`src/rtl/fcvt_int_to_float_pkg.sv`:
```
// fcvt_int_to_float_pkg: shared FPU format sizing and converter state encoding
package fcvt_int_to_float_pkg;
  typedef enum logic [1:0] {IDLE = 2'd0, NORM = 2'd1, ROUND = 2'd2} state_t;
  function automatic int mant_size(input int w);
    return (w == 32) ? 23 : 52;
  endfunction
  function automatic int exp_size(input int w);
    return (w == 32) ? 8 : 11;
  endfunction
  function automatic int bias(input int w);
    return (1 << (exp_size(w) - 1)) - 1;
  endfunction
endpackage

```
`src/rtl/fcvt_int_to_float_round.sv`:
```
// fcvt_int_to_float_round: RNE rounding of a normalised magnitude into a packed IEEE-754 value
module fcvt_int_to_float_round
  import fcvt_int_to_float_pkg::*;
#(
  parameter int W = 64,
  parameter int E = exp_size(W)
) (
  input  logic [W-2:0] mag,
  input  logic [E-1:0] expo,
  input  logic         sign,
  output logic [W-1:0] res,
  output logic         nx
);
  localparam int M = mant_size(W);
  logic [M-1:0] frac;
  logic [M:0]   sum;
  logic         guard, sticky, up;
  assign frac   = mag[W-2 -: M];
  assign guard  = mag[W-2-M];
  assign sticky = |mag[W-3-M:0];
  assign up     = guard & (sticky | frac[0]);
  assign sum    = {1'b0, frac} + (M+1)'(up);
  // a mantissa carry leaves sum[M-1:0] at zero, so only the exponent moves
  assign res    = {sign, expo + E'(sum[M]), sum[M-1:0]};
  assign nx     = guard | sticky;
endmodule

```
`src/rtl/fcvt_int_to_float.sv`:
```
// fcvt_int_to_float: multi-cycle signed/unsigned integer to IEEE-754 converter, RNE
module fcvt_int_to_float
  import fcvt_int_to_float_pkg::*;
#(
  parameter int BUS_WIDTH = 64
) (
  input  logic                 clk,
  input  logic                 rst,
  input  logic                 start,
  input  logic                 is_unsigned,
  input  logic [BUS_WIDTH-1:0] in,
  output logic                 busy,
  output logic                 valid,
  output logic [BUS_WIDTH-1:0] out,
  output logic                 nx
);
  localparam int W = BUS_WIDTH;
  localparam int E = exp_size(W);
  state_t         state, state_n;
  logic [W-1:0]   mag, res;
  logic [E-1:0]   exp_q;
  logic           sign, rnx, neg;
  assign busy = (state != IDLE);
  assign neg  = ~is_unsigned & in[W-1];
  always_comb begin
    state_n = (state == IDLE) ? (start ? NORM : IDLE) :
              (state == NORM) ? ((mag == '0) ? IDLE : mag[W-1] ? ROUND : NORM) :
              IDLE;
  end
  always_ff @(posedge clk or posedge rst) begin
    if (rst) state <= IDLE;
    else     state <= state_n;
  end
  // negating the signed minimum wraps to 2^(W-1), which is the correct unsigned magnitude
  always_ff @(posedge clk) begin
    if (state == IDLE && start) begin
      sign  <= neg;
      mag   <= neg ? -in : in;
      exp_q <= E'(bias(W) + W - 1);
    end else if (state == NORM && mag != '0 && !mag[W-1]) begin
      mag   <= mag << 1;
      exp_q <= exp_q - 1'b1;
    end
  end
  always_ff @(posedge clk or posedge rst) begin
    if (rst) begin
      valid <= 1'b0;
      out   <= '0;
      nx    <= 1'b0;
    end else begin
      valid <= 1'b0;
      if (state == NORM && mag == '0) begin
        valid <= 1'b1;
        out   <= '0;
        nx    <= 1'b0;
      end else if (state == ROUND) begin
        valid <= 1'b1;
        out   <= res;
        nx    <= rnx;
      end
    end
  end
  fcvt_int_to_float_round #(.W(W), .E(E)) u_round (
    .mag  (mag[W-2:0]),
    .expo (exp_q),
    .sign (sign),
    .res  (res),
    .nx   (rnx)
  );
endmodule

```
`config.mk`:
```
export PLATFORM = sky130hd
export DESIGN_NAME = fcvt_int_to_float
export DESIGN_NICKNAME = d
export VERILOG_FILES = /design/src/rtl/fcvt_int_to_float_pkg.sv /design/src/rtl/fcvt_int_to_float_round.sv /design/src/rtl/fcvt_int_to_float.sv
export SDC_FILE = /design/constraint.sdc
export NUM_CORES = 1
export LEC_CHECK = 0
export ABC_AREA = 1
export CAP_MARGIN = 20
export CELL_PAD_IN_SITES_DETAIL_PLACEMENT = 0
export CELL_PAD_IN_SITES_GLOBAL_PLACEMENT = 1
export CORE_MARGIN = 8
export CORE_UTILIZATION = 35
export DETAILED_ROUTE_END_ITERATION = 6
export GPL_TIMING_DRIVEN = 0
export PLACE_DENSITY = 0.8
export SLEW_MARGIN = 20
export SYNTH_ARGS = -nofsm -noshare
export SYNTH_HDL_FRONTEND = slang
export SYNTH_HIERARCHICAL = 1
export SYNTH_SLANG_ARGS = --single-unit
```
`constraint.sdc`:
```
create_clock -name clk -period 3 [get_ports clk]
set_clock_uncertainty 0.1 [all_clocks]
set_input_delay 0.6 -clock clk [delete_from_list [all_inputs] [get_ports clk]]
set_output_delay 0.6 -clock clk [all_outputs]
set_load 0.005 [all_outputs]
```
Yosys cells after proc, flatten, opt, wreduce, memory -nomap -nowiden
Index checks and enable logic that the tools add are counted.

Bits of input ports: 68. Logic and storage cells: 44. Output and inout port bits: 67. Register bits after elaboration: 144.

Equality and inequality tests: 2. $add $sub $neg: 4. Bitwise gates (word level): 5. Multiplexer cells: 14. Reduce and logical (&&, ||, !) cells: 12.

Operators with widths (number): two-way mux 64 bit (5); zero test 64 bit (1); negator 64 bit (1); nonzero test 64 bit (1); adder 52 x 1 -> 53 bit (1); adder 11 x 1 -> 11 bit (1); subtractor 11 x 1 -> 11 bit, second input constant (1); OR reduction 10 bit (1); two-way mux 2 bit (4); nonzero test 2 bit (3); two-way mux 1 bit (5); logical AND 1 bit (4); bitwise AND 1 bit (2); equality test 2 x 1 -> 1 bit, second input constant (1); equality test 2 bit, second input constant (1); zero test 2 bit (1); bitwise OR 1 bit (2); zero test 1 bit (1); inverter 1 bit (1).

Depth between registers and ports, before layout
Depth in word-level cells: 7. Depth in mapped cells: 19. Depth with buffers taken out: 19.

Hierarchy
Netlist, hierarchy kept.

Modules (own cells, without submodules): fcvt_int_to_float (area each 8501.9 µm², sequential area each 3873.7 µm², cells an instance 1169, instances 1); fcvt_int_to_float_round (area each 1921.8 µm², sequential area each 0.0 µm², cells an instance 402, instances 1).

Worst setup path before layout
No wires, ideal clock.

Path type: register to register. From: register mag[60]. To: register mag[0], enable pin. Path buffers: 1. Stages on the path, launching flop included: 10. Path slack: -63 ps. Arrival time: 2274 ps. Cells stage by stage: edfxtp_1 -> nor2_1 -> nand2_1 -> nor2_1 -> nand2_1 -> nor2_1 -> nand2_2 -> nand3_2 -> buf_6 -> nand2_1.

Word-level cells in the longest chain between the ends: 4.

RTL lines: start, declared (RTL line fcvt_int_to_float.sv:20) `logic [W-1:0] mag, res;`; start signal, assigned (RTL line fcvt_int_to_float.sv:38) `mag <= neg ? -in : in;`; start signal, assigned (RTL line fcvt_int_to_float.sv:41) `mag <= mag << 1;`; nonzero test 64 bit (RTL line fcvt_int_to_float.sv:40) `end else if (state == NORM && mag != '0 && !mag[W-1]) begin`; logical AND 1 bit (2 in a row) (RTL line fcvt_int_to_float.sv:40); nonzero test 2 bit (no line).

Every way passes these cells. A chain may end at the register's enable or synchronous reset.

Worst setup path after layout
From: register mag[10]. To: register out[62].

Word-level cells in the longest chain between the ends: 5. Elaborated cells on any way between the ends: 8. Classes of those cells: add/sub (2); mux (2); bitwise (1); reduce/logical (3).

RTL lines: bitwise AND 1 bit (RTL line fcvt_int_to_float_round.sv:21) `assign up = guard & (sticky | frac[0]);`; adder 52 x 1 -> 53 bit (RTL line fcvt_int_to_float_round.sv:22) `assign sum = {1'b0, frac} + (M+1)'(up);`; adder 11 x 1 -> 11 bit (RTL line fcvt_int_to_float_round.sv:24) `assign res = {sign, expo + E'(sum[M]), sum[M-1:0]};`; via res[62] (RTL line fcvt_int_to_float.sv:20); two-way mux 64 bit (RTL line fcvt_int_to_float.sv:56) `end else if (state == ROUND) begin`; two-way mux 64 bit (RTL line fcvt_int_to_float.sv:52) `if (state == NORM && mag == '0) begin`; end signal, assigned (RTL line fcvt_int_to_float.sv:58) `out <= res;`; end, declared (RTL line fcvt_int_to_float.sv:14) `output logic [BUS_WIDTH-1:0] out,`.

The timed path passes the listed nets, and every way through them passes these cells. The select of a mux whose other input is x is not followed.

==> impl_metrics.xml <==
<?xml version="1.0" encoding="UTF-8"?>
<metrics>
  <group name="floorplan">
    <metric name="core_region_area" unit="mm²">0.02948</metric>
    <metric name="num_io_pins" unit="">135</metric>
    <metric name="horizontal_die_dimension" unit="µm">188.6</metric>
    <metric name="floorplan.die_area" unit="mm²">0.03556</metric>
    <metric name="placementRows" unit="">63</metric>
    <metric name="initial_core_util" unit="%">35.36</metric>
    <metric name="die_h" unit="µm">188.6</metric>
  </group>
  <group name="worst_setup_path">
    <metric name="critPathArrivalTime" unit="ns">3.00</metric>
    <metric name="path_delay_family" unit="">simple AND/OR/NAND/NOR gates</metric>
    <metric name="setup.worst_path.end_class" unit="">flip-flop</metric>
    <metric name="worst-path-buf-inv" unit="">2</metric>
    <metric name="worst_ep_required_time" unit="ns">3.22</metric>
    <metric name="worstSetupPathType" unit="">flip-flop to flip-flop</metric>
    <metric name="max_stage_delay" unit="ns">0.38</metric>
    <metric name="critical_path_source_type" unit="">flip-flop</metric>
    <metric name="cell_chain_critical_path" unit="">nand2_2 &gt; inv_2 &gt; ha_4 &gt; inv_1 &gt; nor2_2 &gt; nand2_2 &gt; nor2_4 &gt; nand4_1 &gt; nor2_2 &gt; ha_2 &gt; ha_4 &gt; nand3_2 &gt; nor2_2 &gt; nand2_1 &gt; nor2_2 &gt; nand2_1 &gt; xor2_1 &gt; nand2_1 &gt; nand2_1</metric>
    <metric name="crit_path_max_fanout" unit="">3</metric>
    <metric name="crit_slowest_cell" unit="">sky130_fd_sc_hd__edfxtp_1</metric>
  </group>
  <group name="synthesis">
    <metric name="yosysUniqueCellTypes" unit="">36</metric>
    <metric name="synthCells" unit="">1571</metric>
    <metric name="synth_most_common_cell" unit="">sky130_fd_sc_hd__nand2_1</metric>
    <metric name="flip_flop_cell_with_the_highest_count_after_synthesis" unit="">sky130_fd_sc_hd__dfrtp_1</metric>
    <metric name="yosys.area.top_type" unit="">sky130_fd_sc_hd__nand2_1</metric>
    <metric name="yosys_warnings" unit="">6</metric>
    <metric name="syn_area" unit="mm²">0.01042</metric>
    <metric name="yosysSeqAreaShare" unit="%">37.16</metric>
    <metric name="leading_cell_types_by_total_area_after_synthesis" unit="">sky130_fd_sc_hd__nand2_1 22%, sky130_fd_sc_hd__edfxtp_1 19%, sky130_fd_sc_hd__dfrtp_1 16%</metric>
    <metric name="portion_of_synthesized_cell_area_occupied_by_the_leading_cell_type" unit="%">22.04</metric>
    <metric name="ys_seq_elements" unit="">144</metric>
    <metric name="synth-async-reset-ratio" unit="%">47.22</metric>
    <metric name="syn_area_per_cell" unit="µm²">6.635</metric>
    <metric name="synth.top_cells.by_count" unit="">612 x sky130_fd_sc_hd__nand2_1, 258 x sky130_fd_sc_hd__nor2_1, 170 x sky130_fd_sc_hd__nand3_1, 93 x sky130_fd_sc_hd__inv_1, 68 x sky130_fd_sc_hd__dfrtp_1</metric>
    <metric name="synth_enable_flop_cells" unit="">65</metric>
    <metric name="synth_nets" unit="">1644</metric>
  </group>
  <group name="global_route">
    <metric name="globalRoute.totalOverflow" unit="">0</metric>
    <metric name="antenna_found_initial" unit="">0</metric>
    <metric name="pin_count_of_the_biggest_net_entering_global_routing" unit="">65</metric>
    <metric name="globalRouteTotalUtil" unit="%">19.21</metric>
    <metric name="grt_first_pass_wirelength" unit="µm">54320</metric>
    <metric name="grt_pass1_vias" unit="">10070</metric>
  </group>
  <group name="power">
    <metric name="flop_pwr_share" unit="%">39.2</metric>
    <metric name="p_int" unit="µW">6544</metric>
    <metric name="power.switching" unit="µW">4687</metric>
    <metric name="power.leakage" unit="µW">0.005726</metric>
    <metric name="ir_drop" unit="mV">0.3987</metric>
    <metric name="clockPowerShare" unit="%">18.7</metric>
    <metric name="total_power" unit="µW">11230</metric>
    <metric name="pwr_density_cell" unit="mW/mm²">855.8</metric>
    <metric name="sw_frac_of_total" unit="%">41.73</metric>
    <metric name="power.combinational.fraction" unit="%">42.2</metric>
  </group>
  <group name="timing">
    <metric name="final-setup-viol-count" unit="">0</metric>
    <metric name="min_period_over_period" unit="%">92.62</metric>
    <metric name="achievable-frequency" unit="MHz">359.9</metric>
    <metric name="tightestPinTransition" unit="ns">0.8319</metric>
    <metric name="timing_max_transition_violations_final" unit="">0</metric>
    <metric name="timing.final.crit_period" unit="ns">2.779</metric>
    <metric name="finalHoldViolations" unit="">0</metric>
    <metric name="max-slew-margin-rel" unit="%">44.54</metric>
  </group>
  <group name="final_layout">
    <metric name="finished_cell_area" unit="mm²">0.01312</metric>
    <metric name="area_delta_synth_final" unit="%">25.90</metric>
    <metric name="finish.cell_count_without_fillers" unit="">2154</metric>
    <metric name="diodes" unit="">0</metric>
    <metric name="num-nets-final" unit="">1824</metric>
    <metric name="drive_gt1_share" unit="%">9.240</metric>
    <metric name="fillCellCount" unit="">3118</metric>
  </group>
  <group name="placement">
    <metric name="dpl.cell_count" unit="">2096</metric>
    <metric name="port-buffer-count" unit="">134</metric>
    <metric name="finalWeightedCongestion" unit="">0.9261</metric>
    <metric name="placed_cell_area" unit="mm²">0.01229</metric>
    <metric name="dp_hpwl" unit="µm">28250</metric>
  </group>
  <group name="clocking">
    <metric name="cts_hold_buffers" unit="">0</metric>
    <metric name="cts.sinks" unit="">144</metric>
    <metric name="worst_skew_pair.late_latency" unit="ns">0.43</metric>
    <metric name="htree_levels" unit="">4</metric>
    <metric name="cts.clk_slew.worst_paths" unit="ns">0.07</metric>
    <metric name="cts.path.max_buffers" unit="">2</metric>
    <metric name="tritoncts_clock_tree" unit="">done</metric>
    <metric name="cts_inserted_buffers" unit="">17</metric>
    <metric name="cts_root_buffer" unit="">sky130_fd_sc_hd__clkbuf_16</metric>
  </group>
  <group name="min_path">
    <metric name="holdCritPathClass" unit="">input pin to async pin</metric>
  </group>
  <group name="drt">
    <metric name="via_per_inst" unit="">4.888</metric>
    <metric name="postRouteWirelength" unit="µm">34590</metric>
    <metric name="drt-initial-drc-count" unit="">672</metric>
    <metric name="antenna_left" unit="">0</metric>
    <metric name="post-route-drc-count" unit="">0</metric>
    <metric name="wl_per_cell" unit="µm">16.06</metric>
    <metric name="num_vias" unit="">10530</metric>
    <metric name="detailedRoute.firstPassIterationCount" unit="">5</metric>
  </group>
  <group name="status">
    <metric name="status" unit="">complete, no violations</metric>
  </group>
  <group name="job">
    <metric name="cap_violations" unit="">0</metric>
  </group>
</metrics>
routing by layer:
layer,up-vias,share of wire [%],GRT usage [%]
met5,-,0,0
met4,0,2.5,6.524
met3,37,4.9,2.773
met2,277,44,29.91
met1,4795,49,26.89
li1,5419,-,-
final timing paths:
check / end / cells past startpoint / from / slack, ns
hold / removal: out[55] / 2 / rst / 0.37
max in group asynchronous: out[11] / 3 / rst / 1.91
setup / recovery: out[62] / 19 / mag[10] / 0.22
hold reg to reg: state[1] / 1 / state[1] / 0.38
min in group clk: state[1] / 1 / state[1] / 0.38
setup reg to reg: out[62] / 19 / mag[10] / 0.22
area by class of cell:
type                    instances  area (µm²)  area share [%]
plain buffers                  44       245.2           1.869
clock buffers                  17       425.4           3.242
clock inverters                15       160.2           1.220
inverters                      98       370.4           2.822
multi-input cells            1285        5997           45.70
flip-flops and latches        144        3874           29.52
well taps                     390       488.0           3.718
repair buffers                161        1564           11.92
state kept, by name, summed over array words and instances, names as in the netlist:
signal  flops
nx          1
out        64
mag        64
valid       1
sign        1
exp_q      11
state       2
through the flow:
stage	util [%]	TNS, ns	setup WS (ns)	hold slack [ns]
finish	44.52	0	0.2214	0.3745
global placement	41.57	-80.90	-0.6842	0.3642
CTS	43.81	0	0.02263	0.3712
detailed placement	41.69	-15.54	-0.3830	0.3753
global route	44.52	-0.008364	-0.008364	0.4114
floorplan	-	0	0.1766	0.3536
cell families after synthesis:
group / share of synthesized area [%]
buffers and inverters: 5.882
adder cells (fa/ha/maj): 0.6002
flip-flops: 37.16
AO/OA/AOI/OAI: 3.673
AND/OR/NAND/NOR: 47.56
XOR/XNOR: 5.125
repair_timing:
item / in CTS / in global routing
endpoints found under the setup margin: 6 / 5
setup buffers: 4 / 22
resized for setup: 4 / 10
pin swaps: 4 / 8
power by group through the flow:
stage          Clock, µW  Sequential [µW]  Combinational [µW]
2_1_floorplan          0             4110                2720
3_3_place_gp           0             4440                4410
3_5_place_dp           0             4460                4480
4_1_cts             2130             4410                4540
5_1_grt             2200             4560                5360
6_report            2100             4400                4740
cell usage in the layout, fill, tap and decap left out, types with 15 or more instances in the layout:
cell type / netlist / routed
sky130_fd_sc_hd__xor2_1: 30 / 30
sky130_fd_sc_hd__clkbuf_16: 0 / 17
sky130_fd_sc_hd__nand4_1: 34 / 34
sky130_fd_sc_hd__inv_1: 93 / 91
sky130_fd_sc_hd__dfrtp_1: 68 / 68
sky130_fd_sc_hd__nor2_1: 258 / 253
sky130_fd_sc_hd__buf_4: 4 / 30
sky130_fd_sc_hd__xnor2_1: 31 / 31
sky130_fd_sc_hd__nor2_2: 19 / 23
sky130_fd_sc_hd__nand2_1: 612 / 610
sky130_fd_sc_hd__clkbuf_1: 15 / 15
sky130_fd_sc_hd__clkdlybuf4s50_1: 0 / 134
sky130_fd_sc_hd__o21ai_0: 37 / 37
sky130_fd_sc_hd__edfxtp_1: 65 / 65
sky130_fd_sc_hd__nand3_1: 170 / 169
(Power assumes the default switching activity.)
